<file path="config.mk">
export PLATFORM = sky130hd
export DESIGN_NAME = id_ex_stage_flat
export DESIGN_NICKNAME = d
export VERILOG_FILES = /design/src/rtl/id_ex_stage_if.sv /design/src/rtl/id_ex_stage.sv /design/src/flat_wrapper.sv
export SDC_FILE = /design/constraint.sdc
export NUM_CORES = 1
export LEC_CHECK = 0
export BUFFER_PORTS_ARGS = -buffer_cell sky130_fd_sc_hd__buf_2
export CAP_MARGIN = 20
export CORE_MARGIN = 5
export CORE_UTILIZATION = 46
export DETAILED_ROUTE_END_ITERATION = 7
export PLACE_DENSITY = 0.92
export SLEW_MARGIN = 15
export SYNTH_ARGS = -nofsm -noshare
export SYNTH_HDL_FRONTEND = slang
export SYNTH_SLANG_ARGS = --single-unit
</file>
<file path="constraint.sdc">
create_clock -name clk -period 6.6 [get_ports clk]
set_input_delay 1.32 -clock clk [delete_from_list [all_inputs] [get_ports clk]]
set_output_delay 1.32 -clock clk [all_outputs]
set_load 0.02 [all_outputs]
</file>
<file path="src/rtl/id_ex_stage_if.sv">
// ID/EX boundary bundle: decoded ID inputs, forward sources and EX-side outputs.
// The pipeline (master) drives ID and forward sources; the stage (slave) drives EX outputs.
interface id_ex_stage_if #(
  parameter int unsigned CTRL_W = 8,
  parameter int unsigned CNT_W  = 16
);
  logic              flush;
  logic              id_valid;
  logic [4:0]        id_rs_addr;
  logic [4:0]        id_rt_addr;
  logic              id_uses_rt;
  logic [4:0]        id_wt_addr;
  logic              id_reg_write;
  logic              id_mem_read;
  logic [31:0]       id_rdata_a;
  logic [31:0]       id_rdata_b;
  logic [31:0]       id_imm;
  logic [CTRL_W-1:0] id_ctrl;
  logic              exmem_reg_write;
  logic [4:0]        exmem_wt_addr;
  logic [31:0]       exmem_result;
  logic              memwb_reg_write;
  logic [4:0]        memwb_wt_addr;
  logic [31:0]       memwb_wt_data;
  logic              stall;
  logic              ex_valid;
  logic              ex_reg_write;
  logic              ex_mem_read;
  logic [4:0]        ex_wt_addr;
  logic [31:0]       ex_imm;
  logic [CTRL_W-1:0] ex_ctrl;
  logic [31:0]       ex_op_a;
  logic [31:0]       ex_op_b;
  logic [1:0]        fwd_a;
  logic [1:0]        fwd_b;
  logic [CNT_W-1:0]  stall_cnt;

  modport master (
    output flush, id_valid, id_rs_addr, id_rt_addr, id_uses_rt, id_wt_addr,
           id_reg_write, id_mem_read, id_rdata_a, id_rdata_b, id_imm, id_ctrl,
           exmem_reg_write, exmem_wt_addr, exmem_result,
           memwb_reg_write, memwb_wt_addr, memwb_wt_data,
    input  stall, ex_valid, ex_reg_write, ex_mem_read, ex_wt_addr, ex_imm,
           ex_ctrl, ex_op_a, ex_op_b, fwd_a, fwd_b, stall_cnt
  );

  modport slave (
    input  flush, id_valid, id_rs_addr, id_rt_addr, id_uses_rt, id_wt_addr,
           id_reg_write, id_mem_read, id_rdata_a, id_rdata_b, id_imm, id_ctrl,
           exmem_reg_write, exmem_wt_addr, exmem_result,
           memwb_reg_write, memwb_wt_addr, memwb_wt_data,
    output stall, ex_valid, ex_reg_write, ex_mem_read, ex_wt_addr, ex_imm,
           ex_ctrl, ex_op_a, ex_op_b, fwd_a, fwd_b, stall_cnt
  );
endinterface

</file>
<file path="src/rtl/id_ex_stage.sv">
// ID/EX pipeline register with EX operand forwarding and load-use stall detection.
// Register file writes on negedge, so the third-older writer never needs forwarding.
module id_ex_stage #(
  parameter int unsigned CTRL_W = 8,
  parameter int unsigned CNT_W  = 16
) (
  input  logic          clk,
  input  logic          rst,
  id_ex_stage_if.slave  bus
);
  localparam int unsigned AW = 5;
  localparam int unsigned DW = 32;

  localparam logic [1:0] FWD_REG   = 2'd0;
  localparam logic [1:0] FWD_MEMWB = 2'd1;
  localparam logic [1:0] FWD_EXMEM = 2'd2;

  logic              valid_q,     valid_d;
  logic              reg_write_q, reg_write_d;
  logic              mem_read_q,  mem_read_d;
  logic [AW-1:0]     wt_addr_q,   wt_addr_d;
  logic [AW-1:0]     rs_addr_q,   rs_addr_d;
  logic [AW-1:0]     rt_addr_q,   rt_addr_d;
  logic [DW-1:0]     rdata_a_q,   rdata_a_d;
  logic [DW-1:0]     rdata_b_q,   rdata_b_d;
  logic [DW-1:0]     imm_q,       imm_d;
  logic [CTRL_W-1:0] ctrl_q,      ctrl_d;
  logic [CNT_W-1:0]  stall_cnt_q, stall_cnt_d;

  logic              hz_c;
  logic              stall_c;
  logic [1:0]        fwd_a_c, fwd_b_c;
  logic [DW-1:0]     op_a_c, op_b_c;

  // Load in EX whose destination is a source of the instruction in ID.
  always_comb begin
    hz_c = valid_q && mem_read_q && (wt_addr_q != '0) && bus.id_valid &&
           ((bus.id_rs_addr == wt_addr_q) ||
            (bus.id_uses_rt && (bus.id_rt_addr == wt_addr_q)));
    stall_c = hz_c && !bus.flush;
  end

  // Next pipeline contents: flush or stall inject an all-zero bubble.
  always_comb begin
    valid_d     = bus.id_valid;
    reg_write_d = bus.id_valid && bus.id_reg_write;
    mem_read_d  = bus.id_valid && bus.id_mem_read;
    wt_addr_d   = bus.id_wt_addr;
    rs_addr_d   = bus.id_rs_addr;
    rt_addr_d   = bus.id_rt_addr;
    rdata_a_d   = bus.id_rdata_a;
    rdata_b_d   = bus.id_rdata_b;
    imm_d       = bus.id_imm;
    ctrl_d      = bus.id_ctrl;
    if (bus.flush || stall_c) begin
      valid_d     = 1'b0;
      reg_write_d = 1'b0;
      mem_read_d  = 1'b0;
      wt_addr_d   = '0;
      rs_addr_d   = '0;
      rt_addr_d   = '0;
      rdata_a_d   = '0;
      rdata_b_d   = '0;
      imm_d       = '0;
      ctrl_d      = '0;
    end
    stall_cnt_d = stall_cnt_q;
    if (stall_c && (stall_cnt_q != '1)) begin
      stall_cnt_d = stall_cnt_q + CNT_W'(1);
    end
  end

  always_ff @(posedge clk or posedge rst) begin
    if (rst) begin
      valid_q     <= 1'b0;
      reg_write_q <= 1'b0;
      mem_read_q  <= 1'b0;
      wt_addr_q   <= '0;
      rs_addr_q   <= '0;
      rt_addr_q   <= '0;
      rdata_a_q   <= '0;
      rdata_b_q   <= '0;
      imm_q       <= '0;
      ctrl_q      <= '0;
      stall_cnt_q <= '0;
    end else begin
      valid_q     <= valid_d;
      reg_write_q <= reg_write_d;
      mem_read_q  <= mem_read_d;
      wt_addr_q   <= wt_addr_d;
      rs_addr_q   <= rs_addr_d;
      rt_addr_q   <= rt_addr_d;
      rdata_a_q   <= rdata_a_d;
      rdata_b_q   <= rdata_b_d;
      imm_q       <= imm_d;
      ctrl_q      <= ctrl_d;
      stall_cnt_q <= stall_cnt_d;
    end
  end

  function automatic logic [1:0] fwd_sel(input logic [AW-1:0] src);
    logic [1:0] sel;
    sel = FWD_REG;
    if (src != '0) begin
      if (bus.exmem_reg_write && (bus.exmem_wt_addr != '0) && (bus.exmem_wt_addr == src)) begin
        sel = FWD_EXMEM;
      end else if (bus.memwb_reg_write && (bus.memwb_wt_addr != '0) &&
                   (bus.memwb_wt_addr == src)) begin
        sel = FWD_MEMWB;
      end
    end
    return sel;
  endfunction

  function automatic logic [DW-1:0] fwd_mux(input logic [1:0] sel, input logic [AW-1:0] src,
                                            input logic [DW-1:0] rdata);
    logic [DW-1:0] op;
    op = (src == '0) ? '0 : rdata;
    if (sel == FWD_EXMEM) begin
      op = bus.exmem_result;
    end else if (sel == FWD_MEMWB) begin
      op = bus.memwb_wt_data;
    end
    return op;
  endfunction

  // Operand forwarding on the registered source numbers; EX/MEM is the younger writer.
  always_comb begin
    fwd_a_c = fwd_sel(rs_addr_q);
    fwd_b_c = fwd_sel(rt_addr_q);
    op_a_c  = fwd_mux(fwd_a_c, rs_addr_q, rdata_a_q);
    op_b_c  = fwd_mux(fwd_b_c, rt_addr_q, rdata_b_q);
  end

  assign bus.stall        = stall_c;
  assign bus.ex_valid     = valid_q;
  assign bus.ex_reg_write = reg_write_q;
  assign bus.ex_mem_read  = mem_read_q;
  assign bus.ex_wt_addr   = wt_addr_q;
  assign bus.ex_imm       = imm_q;
  assign bus.ex_ctrl      = ctrl_q;
  assign bus.ex_op_a      = op_a_c;
  assign bus.ex_op_b      = op_b_c;
  assign bus.fwd_a        = fwd_a_c;
  assign bus.fwd_b        = fwd_b_c;
  assign bus.stall_cnt    = stall_cnt_q;
endmodule

</file>
<file path="src/flat_wrapper.sv">
// flat-port wrapper written by rule: the top's interface ports become plain ports
module id_ex_stage_flat 
#(
  parameter int unsigned CTRL_W = 8,
  parameter int unsigned CNT_W  = 16
)
  (clk, rst, bus_flush, bus_id_valid, bus_id_rs_addr, bus_id_rt_addr, bus_id_uses_rt, bus_id_wt_addr, bus_id_reg_write, bus_id_mem_read, bus_id_rdata_a, bus_id_rdata_b, bus_id_imm, bus_id_ctrl, bus_exmem_reg_write, bus_exmem_wt_addr, bus_exmem_result, bus_memwb_reg_write, bus_memwb_wt_addr, bus_memwb_wt_data, bus_stall, bus_ex_valid, bus_ex_reg_write, bus_ex_mem_read, bus_ex_wt_addr, bus_ex_imm, bus_ex_ctrl, bus_ex_op_a, bus_ex_op_b, bus_fwd_a, bus_fwd_b, bus_stall_cnt);
  id_ex_stage_if #(.CTRL_W(CTRL_W), .CNT_W(CNT_W)) bus_i ();
  input  logic clk;
  input  logic rst;
  input wire logic [$bits(bus_i.flush)-1:0] bus_flush;
  input wire logic [$bits(bus_i.id_valid)-1:0] bus_id_valid;
  input wire logic [$bits(bus_i.id_rs_addr)-1:0] bus_id_rs_addr;
  input wire logic [$bits(bus_i.id_rt_addr)-1:0] bus_id_rt_addr;
  input wire logic [$bits(bus_i.id_uses_rt)-1:0] bus_id_uses_rt;
  input wire logic [$bits(bus_i.id_wt_addr)-1:0] bus_id_wt_addr;
  input wire logic [$bits(bus_i.id_reg_write)-1:0] bus_id_reg_write;
  input wire logic [$bits(bus_i.id_mem_read)-1:0] bus_id_mem_read;
  input wire logic [$bits(bus_i.id_rdata_a)-1:0] bus_id_rdata_a;
  input wire logic [$bits(bus_i.id_rdata_b)-1:0] bus_id_rdata_b;
  input wire logic [$bits(bus_i.id_imm)-1:0] bus_id_imm;
  input wire logic [$bits(bus_i.id_ctrl)-1:0] bus_id_ctrl;
  input wire logic [$bits(bus_i.exmem_reg_write)-1:0] bus_exmem_reg_write;
  input wire logic [$bits(bus_i.exmem_wt_addr)-1:0] bus_exmem_wt_addr;
  input wire logic [$bits(bus_i.exmem_result)-1:0] bus_exmem_result;
  input wire logic [$bits(bus_i.memwb_reg_write)-1:0] bus_memwb_reg_write;
  input wire logic [$bits(bus_i.memwb_wt_addr)-1:0] bus_memwb_wt_addr;
  input wire logic [$bits(bus_i.memwb_wt_data)-1:0] bus_memwb_wt_data;
  output wire logic [$bits(bus_i.stall)-1:0] bus_stall;
  output wire logic [$bits(bus_i.ex_valid)-1:0] bus_ex_valid;
  output wire logic [$bits(bus_i.ex_reg_write)-1:0] bus_ex_reg_write;
  output wire logic [$bits(bus_i.ex_mem_read)-1:0] bus_ex_mem_read;
  output wire logic [$bits(bus_i.ex_wt_addr)-1:0] bus_ex_wt_addr;
  output wire logic [$bits(bus_i.ex_imm)-1:0] bus_ex_imm;
  output wire logic [$bits(bus_i.ex_ctrl)-1:0] bus_ex_ctrl;
  output wire logic [$bits(bus_i.ex_op_a)-1:0] bus_ex_op_a;
  output wire logic [$bits(bus_i.ex_op_b)-1:0] bus_ex_op_b;
  output wire logic [$bits(bus_i.fwd_a)-1:0] bus_fwd_a;
  output wire logic [$bits(bus_i.fwd_b)-1:0] bus_fwd_b;
  output wire logic [$bits(bus_i.stall_cnt)-1:0] bus_stall_cnt;
  assign bus_i.flush = bus_flush;
  assign bus_i.id_valid = bus_id_valid;
  assign bus_i.id_rs_addr = bus_id_rs_addr;
  assign bus_i.id_rt_addr = bus_id_rt_addr;
  assign bus_i.id_uses_rt = bus_id_uses_rt;
  assign bus_i.id_wt_addr = bus_id_wt_addr;
  assign bus_i.id_reg_write = bus_id_reg_write;
  assign bus_i.id_mem_read = bus_id_mem_read;
  assign bus_i.id_rdata_a = bus_id_rdata_a;
  assign bus_i.id_rdata_b = bus_id_rdata_b;
  assign bus_i.id_imm = bus_id_imm;
  assign bus_i.id_ctrl = bus_id_ctrl;
  assign bus_i.exmem_reg_write = bus_exmem_reg_write;
  assign bus_i.exmem_wt_addr = bus_exmem_wt_addr;
  assign bus_i.exmem_result = bus_exmem_result;
  assign bus_i.memwb_reg_write = bus_memwb_reg_write;
  assign bus_i.memwb_wt_addr = bus_memwb_wt_addr;
  assign bus_i.memwb_wt_data = bus_memwb_wt_data;
  assign bus_stall = bus_i.stall;
  assign bus_ex_valid = bus_i.ex_valid;
  assign bus_ex_reg_write = bus_i.ex_reg_write;
  assign bus_ex_mem_read = bus_i.ex_mem_read;
  assign bus_ex_wt_addr = bus_i.ex_wt_addr;
  assign bus_ex_imm = bus_i.ex_imm;
  assign bus_ex_ctrl = bus_i.ex_ctrl;
  assign bus_ex_op_a = bus_i.ex_op_a;
  assign bus_ex_op_b = bus_i.ex_op_b;
  assign bus_fwd_a = bus_i.fwd_a;
  assign bus_fwd_b = bus_i.fwd_b;
  assign bus_stall_cnt = bus_i.stall_cnt;
  id_ex_stage #(.CTRL_W(CTRL_W), .CNT_W(CNT_W)) u_core (.clk(clk), .rst(rst), .bus(bus_i));
endmodule
</file>
# == Yosys cells after proc, flatten, opt, wreduce, memory -nomap -nowiden ==
# Cells that the tools add are included.
# classes
add_sub_neg,1
n_eq_ne,11
mux,22
n_reduce_logical,25
# ops
op,count
$mux 32,9
$eq 5x5->1,6
$reduce_bool 5->1,5
$add 16x1->16 const B,1
$ne 16x16->1 const B,1
$logic_and 1x1->1,15
$mux 5,3
$logic_not 5->1,2
$mux 2,4
$mux 8,1
$mux 1,5
$eq 2x1->1 const B,2
$eq 2x2->1 const B,2
$logic_or 1x1->1,2
$logic_not 1->1,1
# word_totals
reg_bits,138
inputBits,202
wordCells,70

# == Depth between registers and ports, before layout ==
# Gate-level depths: netlist of the first run.
# logic_depth
word_depth,9
depth_mapped,7
mapped_depth_nobuf,6

# == Least setup slack after synthesis of the first run ==
# Ideal clock, no wire load.
# synth_timing
path_type,input port to output port
start,input bus_memwb_wt_addr[0]
end,output bus_ex_op_a[10]
arrival_ns,3.074
slack_ns,2.206
stages,6
path_buffers,1
path_cell_list,or4_1 > nor2_1 > nor4_4 > buf_2 > mux2i_1 > o21ai_0
# synth_between
elab_chain_cells,9
elab_cells_between_ends,11
cone_classes,3 x eq/ne; 5 x mux; 3 x reduce/logical
# synth_lines
item,line_no,text
"start, declared",flat_wrapper.sv:27,input wire logic [$bits(bus_i.memwb_wt_addr)-1:0] bus_memwb_wt_addr;
$reduce_bool 5->1,id_ex_stage.sv:107,end else if (bus.memwb_reg_write && (bus.memwb_wt_addr != '0) &&
$logic_and 1x1->1,id_ex_stage.sv:107,
$logic_and 1x1->1 *,id_ex_stage.sv:107,
$mux 1 *,id_ex_stage.sv:107,
$mux 2 *,id_ex_stage.sv:105,if (bus.exmem_reg_write && (bus.exmem_wt_addr != '0) && (bus.exmem_wt_addr == src)) begin
$mux 2 *,id_ex_stage.sv:104,if (src != '0) begin
$eq 2x1->1,id_ex_stage.sv:121,end else if (sel == FWD_MEMWB) begin
$mux 32,id_ex_stage.sv:121,
$mux 32 *,id_ex_stage.sv:119,if (sel == FWD_EXMEM) begin
"end, declared",flat_wrapper.sv:36,output wire logic [$bits(bus_i.ex_op_a)-1:0] bus_ex_op_a;
# Every way passes the cells marked *; elsewhere a longest branch is shown, timed or not.

# == Worst setup path in the final report of the first run ==
# layout_timing
start,input bus_exmem_wt_addr[0]
end,output bus_ex_op_b[5]
# layout_between
elab_chain_cells,8
elab_cells_between_ends,10
cone_classes,3 x eq/ne; 4 x mux; 3 x reduce/logical
# layout_lines
item,line_no,text
"start, declared",flat_wrapper.sv:24,input wire logic [$bits(bus_i.exmem_wt_addr)-1:0] bus_exmem_wt_addr;
$reduce_bool 5->1,id_ex_stage.sv:105,
$logic_and 1x1->1,id_ex_stage.sv:105,
$logic_and 1x1->1 *,id_ex_stage.sv:105,
$mux 2 *,id_ex_stage.sv:105,
$mux 2 *,id_ex_stage.sv:104,
$eq 2x1->1,id_ex_stage.sv:121,
$mux 32,id_ex_stage.sv:121,
$mux 32 *,id_ex_stage.sv:119,
"end, declared",flat_wrapper.sv:37,output wire logic [$bits(bus_i.ex_op_b)-1:0] bus_ex_op_b;
# Marked as above.

==> impl_metrics.py, run 1 <==
metrics = {
    "cts": {
        "cts_hold_buffers": 0,
        "clkTransAtPathRegs_ns": 0.06,
        "htreeDepth": 4,
        "cts_tree": "yes",
        "cts.path.max_buffers": 2,
        "cts.sinks": 138,
        "clock_latency_ns": 0.41,
        "cts_buffers": 17,
        "root_buffer": "clkbuf_16",
        "post_cts_buffers": 0,
        "post_cts_resized": 0,
    },
    "timing": {
        "slew_headroom": 0.4669,
        "fmax_mhz": 207.1,
        "period_share": 0.7315,
        "timing.final.max_slew_violations": 0,
        "hold_viol": 0,
        "finClkSkew_ns": 0.007214,
        "fin_crit_ns": 4.828,
        "hold_ws_ns": 0.5164,
        "worst_slack_ns": 1.772,
        "setup_tns_ns": 0,
        "rsz0062_at_grt": "false",
        "finalSetupViolCount": 0,
        "worst_pin_slew_ns": 0.7976,
    },
    "die": {
        "start_util": 0.4717,
        "core_region_area_sq_um": 13930,
        "num_rows": 43,
        "die_area_sq_um": 16780,
        "die_h_microns": 129.5,
        "ios": 335,
        "die_x_microns": 129.5,
    },
    "routing": {
        "drc": 0,
        "drtPass1Iterations": 5,
        "drt_iter0_markers": 352,
        "route.vias.total": 5762,
        "wl_microns": 20520,
        "antenna_left": 0,
        "wl_per_cell_microns": 18.23,
        "routed_via_density": 5.117,
    },
    "critical_path": {
        "worstPathArrival_ns": 3.51,
        "timing.rr.end": "u_core.bus.ex_wt_addr[3]$_DFF_PP0_",
        "crit_slowest_cell": "or4_1",
        "critPathKind": "input pin to primary output",
        "rr_startpoint": "u_core.bus.ex_wt_addr[0]$_DFF_PP0_",
        "reg2reg_setup_slack_ns": 3.94,
        "crit_path_max_incr_delay_ns": 0.58,
        "critPathLaunchType": "input pin",
        "worst-path-buf-inv": 3,
        "reg2reg_depth": 6,
        "cp_common_cell": "buf_2",
        "path_max_fanout": 35,
        "crit_family": "compound AO/OA/AOI/OAI gates",
        "end_kind": "primary output",
        "path_cells": "buf_2 > or4_1 > o21ai_4 > nor4_4 > buf_4 > o21bai_4 > o21ai_0 > buf_2",
        "required_ns": 5.28,
    },
    "global_route": {
        "grt_overflow": 0,
        "grt_max_degree": 85,
        "grt_pass1_wl_microns": 30520,
        "globalRouteTotalUtil": 0.2382,
        "antenna_found_initial": 2,
        "grt_pass1_vias": 5852,
    },
    "final_layout": {
        "most-common-layout-cells": "buf_2 (334), dfrtp_1 (138), and2_1 (122)",
        "final_common_cell": "buf_2",
        "syn_to_final_growth_pct": 36.34,
        "multiInputGateArea_sq_um": 2914,
        "layout-drive-gt1-share": 0.4106,
        "layout.nets": 1135,
        "final_core_util": 0.6431,
        "regArea_sq_um": 3453,
        "fill_cells": 1093,
    },
    "power_and_ir_drop": {
        "power_density_nw_per_um2": 241.1,
        "leakagePower_nw": 4.396,
        "vdd_drop_max_mv": 0.1782,
    },
    "hold_path": {
        "hold_depth": 1,
        "hold_path.class": "flip-flop to flip-flop",
        "hold_path_end": "u_core.bus.stall_cnt[9]$_DFFE_PP0P_",
        "hp-start": "u_core.bus.stall_cnt[9]$_DFFE_PP0P_",
    },
    "flow_run": {
        "drv_cap": 0,
    },
    "synthesis": {
        "mappedNetlistNets": 805,
        "syn_area_sq_um": 6573,
        "yosysWarningCount": 0,
        "ys_seq_area_frac": 0.5254,
        "postSynthCellCount": 602,
        "synth_seq_cells": 138,
        "synth_area_per_cell_sq_um": 10.92,
        "synth.distinct_cells": 33,
    },
    "placement": {
        "dp_hpwl_microns": 15730,
        "portBuffers": 334,
        "place.gp.congestion": 0.9281,
        "dpl_worst_slack_ns": 1.774,
    },
    "status": {
        "status": "complete, no violations",
    },
}
## synth_stat cells
cell type	count	area [sq um]
mux2_2	2	22.52
nand3_1	16	80.08
nand4b_1	2	17.52
inv_1	2	7.510
and3_1	5	31.28
ha_1	1	12.51
buf_2	8	40.04
dfrtp_1	138	3453
and3b_1	1	8.760
o21ai_0	44	220.2
xnor2_1	36	315.3
buf_6	9	101.4
o2111a_2	1	12.51
nor2b_1	2	12.51
nor4b_1	1	8.760
o21ai_4	1	16.27
clkbuf_1	15	56.30
mux2i_1	64	640.6
and2_1	122	763.2
nor4_1	2	12.51
nand4_1	10	62.56
xor2_1	8	70.07
o21bai_4	2	37.54
nand2_1	70	262.8
and4_1	2	17.52
o2111ai_1	1	8.760
o21ai_1	20	100.1
nor4_4	4	85.08
or4_1	5	37.54
a21oi_4	1	16.27
o22ai_2	1	12.51
nor2_1	5	18.77
nor3_2	1	10.01
## cells by family after synthesis
kind of cell | share of synthesized area
AOI/OAI and AO/OA | 0.06454
xor gates and xnor gates | 0.05863
adders and majority gates | 0.001903
buffers and inverters | 0.03122
DFF | 0.5254
muxes | 0.1009
and+or+nand+nor | 0.2174
## layer usage
metal | vias up | GRT usage | share of wire
met4 | 2 | 0.08619 | 0.028
met1 | 2692 | 0.2596 | 0.35
met3 | 54 | 0.07543 | 0.10
met2 | 331 | 0.4348 | 0.52
met5 | - | 0 | 0.00058
li1 | 2683 | - | -
## how the worst max path moves through the flow
stage | startpoint | to | cells past startpoint
global placement | bus_exmem_wt_addr[0] | bus_ex_op_b[16] | 8
floorplan | rst | u_core.bus.ex_ctrl[0]$_DFF_PP0_ | 1
CTS | bus_exmem_wt_addr[0] | bus_ex_op_b[5] | 8
finish | bus_exmem_wt_addr[0] | bus_ex_op_b[5] | 8
global route | bus_exmem_wt_addr[0] | bus_ex_op_a[31] | 8
detailed placement | bus_exmem_wt_addr[0] | bus_ex_op_b[5] | 8
## per-stage QoR
stage | cells | total power (W) | cell area, sq um
after floorplan | 602 | 0.001091 | 6573
after global placement | 1092 | 0.001224 | 8337
after detailed placement | 1092 | 0.001233 | 8337
after CTS | 1124 | 0.002179 | 8931
after global routing | 1126 | 0.002252 | 8961
final | 1126 | 0.002160 | 8961
## sequential cells by signal, summed over array words and instances (netlist names), 5 cells and up
register / count
u_core.rdata_b_q: 32
u_core.rs_addr_q: 5
u_core.rt_addr_q: 5
u_core.bus.ex_ctrl: 8
u_core.bus.ex_wt_addr: 5
u_core.rdata_a_q: 32
u_core.bus.stall_cnt: 16
u_core.bus.ex_imm: 32
## cell type report
cell class | count | share of cell area
diodes | 1 | 0.0002793
repair buffers | 343 | 0.1963
inverters | 2 | 0.001396
flip-flops and latches | 138 | 0.3854
clock inverters | 12 | 0.01536
multi-input cells | 430 | 0.3252
clock buffers | 20 | 0.05096
well taps | 180 | 0.02513
## where the power goes
| part | switching, W | leakage (nW) | internal [W] |
|---|---|---|---|
| Sequential | 0.0000173 | 1.80 | 0.000884 |
| Clock | 0.000361 | 0.287 | 0.000580 |
| Combinational | 0.000190 | 2.31 | 0.000128 |
| Total | 0.000568 | 4.40 | 0.00159 |
(Power assumes the default switching activity.)
==> run 2: changes to the inputs <==
--- a/config.mk
+++ b/config.mk
@@ -5,10 +5,11 @@
 export SDC_FILE = /design/constraint.sdc
 export NUM_CORES = 1
 export LEC_CHECK = 0
+export ABC_AREA = 1
 export BUFFER_PORTS_ARGS = -buffer_cell sky130_fd_sc_hd__buf_2
 export CAP_MARGIN = 20
 export CORE_MARGIN = 5
-export CORE_UTILIZATION = 46
+export CORE_UTILIZATION = 48
 export DETAILED_ROUTE_END_ITERATION = 7
 export PLACE_DENSITY = 0.92
 export SLEW_MARGIN = 15
==> constraint.sdc (replaced) <==
create_clock -name clk -period 4.5 [get_ports clk]
set_input_delay 0.9 -clock clk [delete_from_list [all_inputs] [get_ports clk]]
set_output_delay 0.9 -clock clk [all_outputs]
set_load 0.02 [all_outputs]
==> run 2 against run 1 <==
Compared with the run above: final cell count is 44% higher; synthesized cell count is 79% higher; highest routed layer unchanged; count of clock-buffer cells in the layout is 1 lower; first-iteration DRC count is 81% higher; largest cell class unchanged; die area is 8.7% higher.
==> impl_metrics.py, run 2 <==
metrics = {
    "final_layout": {
        "final_common_cell": "nand2_1",
        "multiInputGateArea_sq_um": 3107,
        "regArea_sq_um": 3453,
        "fin_cells": 1618,
        "final_core_util": 0.6484,
        "layout-drive-gt1-share": 0.2878,
        "diodes": 0,
        "syn_to_final_growth_pct": 31.81,
        "layout.nets": 1598,
        "most-common-layout-cells": "nand2_1 (381), buf_2 (334), inv_1 (170)",
        "fill_cells": 1319,
    },
    "power_and_ir_drop": {
        "power_frac_clock": 0.409,
        "p_comb_frac": 0.177,
        "finalPower_w": 0.003188,
        "seqPwrFrac": 0.414,
        "vdd_drop_max_mv": 0.2694,
        "swShare": 0.2949,
        "p_switching_w": 0.0009402,
        "leakagePower_nw": 6.143,
        "cellInternalPower_w": 0.002248,
        "power_density_nw_per_um2": 322.2,
    },
    "timing": {
        "slew_headroom": 0.4001,
        "setup_tns_ns": 0,
        "finClkSkew_ns": 0.01085,
        "period_share": 0.8389,
        "fmax_mhz": 264.9,
        "hold_viol": 0,
        "rsz0062_at_grt": "false",
        "worst_pin_slew_ns": 0.8979,
        "timing.final.max_slew_violations": 0,
        "finalSetupViolCount": 0,
        "fin_crit_ns": 3.775,
    },
    "cts": {
        "post_cts_resized": 0,
        "clkTransAtPathRegs_ns": 0.06,
        "root_buffer": "clkbuf_16",
        "cts_hold_buffers": 0,
        "cts_tree": "yes",
        "cts.sinks": 138,
        "post_cts_buffers": 0,
        "htreeDepth": 4,
        "clock_latency_ns": 0.42,
        "cts_buffers": 17,
        "cts.path.max_buffers": 2,
    },
    "routing": {
        "routed_via_density": 4.849,
        "wl_microns": 24370,
        "drt_iter0_markers": 637,
        "drc": 0,
        "route.vias.total": 7846,
        "drtPass1Iterations": 5,
        "wl_per_cell_microns": 15.06,
        "antenna_left": 0,
    },
    "synthesis": {
        "synth.most_common_cell": "nand2_1",
        "yosysTopAreaCell": "dfrtp_1",
        "netlist_top_cells_count": "nand2_1 (382), inv_1 (171), nor2_1 (150)",
        "yosysWarningCount": 0,
        "synth_seq_cells": 138,
        "postSynthCellCount": 1075,
        "synth_edf_count": 0,
        "synthTopCellsByArea": "dfrtp_1 (46%), nand2_1 (19%), inv_1 (8.6%)",
        "synthArstFlopShare": 1.000,
        "mappedNetlistNets": 1278,
        "synthFlopType": "dfrtp_1",
        "ys_seq_area_frac": 0.4601,
        "yosys.area.top_type_share": 0.4601,
        "synth_area_per_cell_sq_um": 6.982,
        "synth.distinct_cells": 26,
        "syn_area_sq_um": 7506,
    },
    "hold_path": {
        "hold_path.class": "flip-flop to flip-flop",
        "hold_depth": 2,
        "hp-start": "u_core.bus.stall_cnt[15]$_DFFE_PP0P_",
        "hold_path_end": "u_core.bus.stall_cnt[15]$_DFFE_PP0P_",
    },
    "die": {
        "core_region_area_sq_um": 15260,
        "die_area_sq_um": 18240,
        "die_h_microns": 135.1,
        "start_util": 0.4919,
        "num_rows": 45,
        "die_x_microns": 135.1,
        "ios": 335,
    },
    "global_route": {
        "grt_max_degree": 73,
        "grt_pass1_vias": 7474,
        "globalRouteTotalUtil": 0.2584,
        "grt_overflow": 0,
        "antenna_found_initial": 3,
        "grt_pass1_wl_microns": 37050,
    },
    "critical_path": {
        "required_ns": 3.60,
        "path_max_fanout": 28,
        "reg2reg_depth": 10,
        "end_kind": "primary output",
        "critPathLaunchType": "input pin",
        "reg2reg_setup_slack_ns": 2.25,
        "rr_startpoint": "u_core.bus.ex_wt_addr[4]$_DFF_PP0_",
        "critPathKind": "input pin to primary output",
        "timing.rr.end": "u_core.bus.ex_imm[25]$_DFF_PP0_",
        "worstPathArrival_ns": 2.88,
    },
    "placement": {
        "portBuffers": 334,
        "dp_hpwl_microns": 18530,
        "place.gp.congestion": 0.9875,
        "dpl.cell_count": 1585,
    },
    "flow_run": {
        "drv_cap": 0,
    },
    "status": {
        "status": "complete, no violations",
    },
}
run 2: cell count changes in the layout (fill, tap and decap cells not counted), sizes merged, moves of 64 or more:
cell / previous run / this run
inv: 5 / 183
nor2: 5 / 155
and2: 122 / 0
o21ai: 65 / 1
nand2: 70 / 384
mux2i: 64 / 0
run 2: how the worst max path moves through the flow:
| stage | start | to | slack, ns | cells after the start |
|---|---|---|---|---|
| after global placement | bus_memwb_wt_addr[3] | bus_ex_op_a[1] | 0.84 | 12 |
| final | bus_memwb_wt_addr[3] | bus_ex_op_a[3] | 0.72 | 12 |
| after CTS | bus_memwb_wt_addr[3] | bus_ex_op_a[24] | 0.79 | 12 |
| after global routing | bus_memwb_wt_addr[3] | bus_ex_op_a[1] | 0.61 | 12 |
| after floorplan | bus_exmem_wt_addr[0] | bus_ex_op_a[22] | 1.68 | 7 |
| after detailed placement | bus_memwb_wt_addr[3] | bus_ex_op_a[1] | 0.79 | 12 |
run 2: kinds of logic (layout without fill, tap and decap cells):
| group | count (synthesis) | after routing | share of synthesized area |
|---|---|---|---|
| compound gates | 65 | 65 | 0.04334 |
| xor+xnor | 32 | 32 | 0.03734 |
| flops | 138 | 138 | 0.4601 |
| buf+inv | 228 | 560 | 0.1287 |
| fa+ha+maj | 1 | 1 | 0.001667 |
| simple gates | 611 | 611 | 0.3289 |
run 2: cell type report:
class                      count  area share
multi-input combinational    709      0.3140
tap                          211     0.02669
clock inverter                12     0.01062
inverter                     178     0.06791
timing repair buffer         351      0.1859
sequential                   138      0.3491
clock buffer                  19     0.04578
run 2: per-layer routing:
metal / track usage / share of wire
met4: 0.1097 / 0.028
met1: 0.3082 / 0.37
met2: 0.4319 / 0.49
met3: 0.08234 / 0.11
met5: 0 / 0.0016
run 2: stage by stage:
| stage | hold slack, ns | cell area [sq um] | worst slack [ns] |
|---|---|---|---|
| detailed placement | 0.5361 | 9305 | 0.7941 |
| floorplan | 0.6201 | 7510 | 1.681 |
| global route | 0.5973 | 9893 | 0.6138 |
| global placement | 0.5269 | 9305 | 0.8375 |
| CTS | 0.5593 | 9863 | 0.7865 |
| finish | 0.5547 | 9893 | 0.7249 |
run 2: critical path, stage by stage:
cell and delay, ns:
buf_2 0.12, inv_1 0.04, nand2_1 0.05, nand2_1 0.06, nor2_2 0.16, nand3_2 0.12
nor2_4 0.62, nand2_4 0.32, nand2_1 0.14, nand2_1 0.07, nand2_1 0.08, buf_2 0.17
run 2: power groups by stage:
stage                     clock [W]  combinational, W  sequential (W)
after floorplan                   0          0.000295         0.00137
after global placement            0          0.000549         0.00134
after detailed placement          0          0.000557         0.00134
after CTS                   0.00133          0.000560         0.00132
after global routing        0.00139          0.000620         0.00133
final                       0.00130          0.000564         0.00132
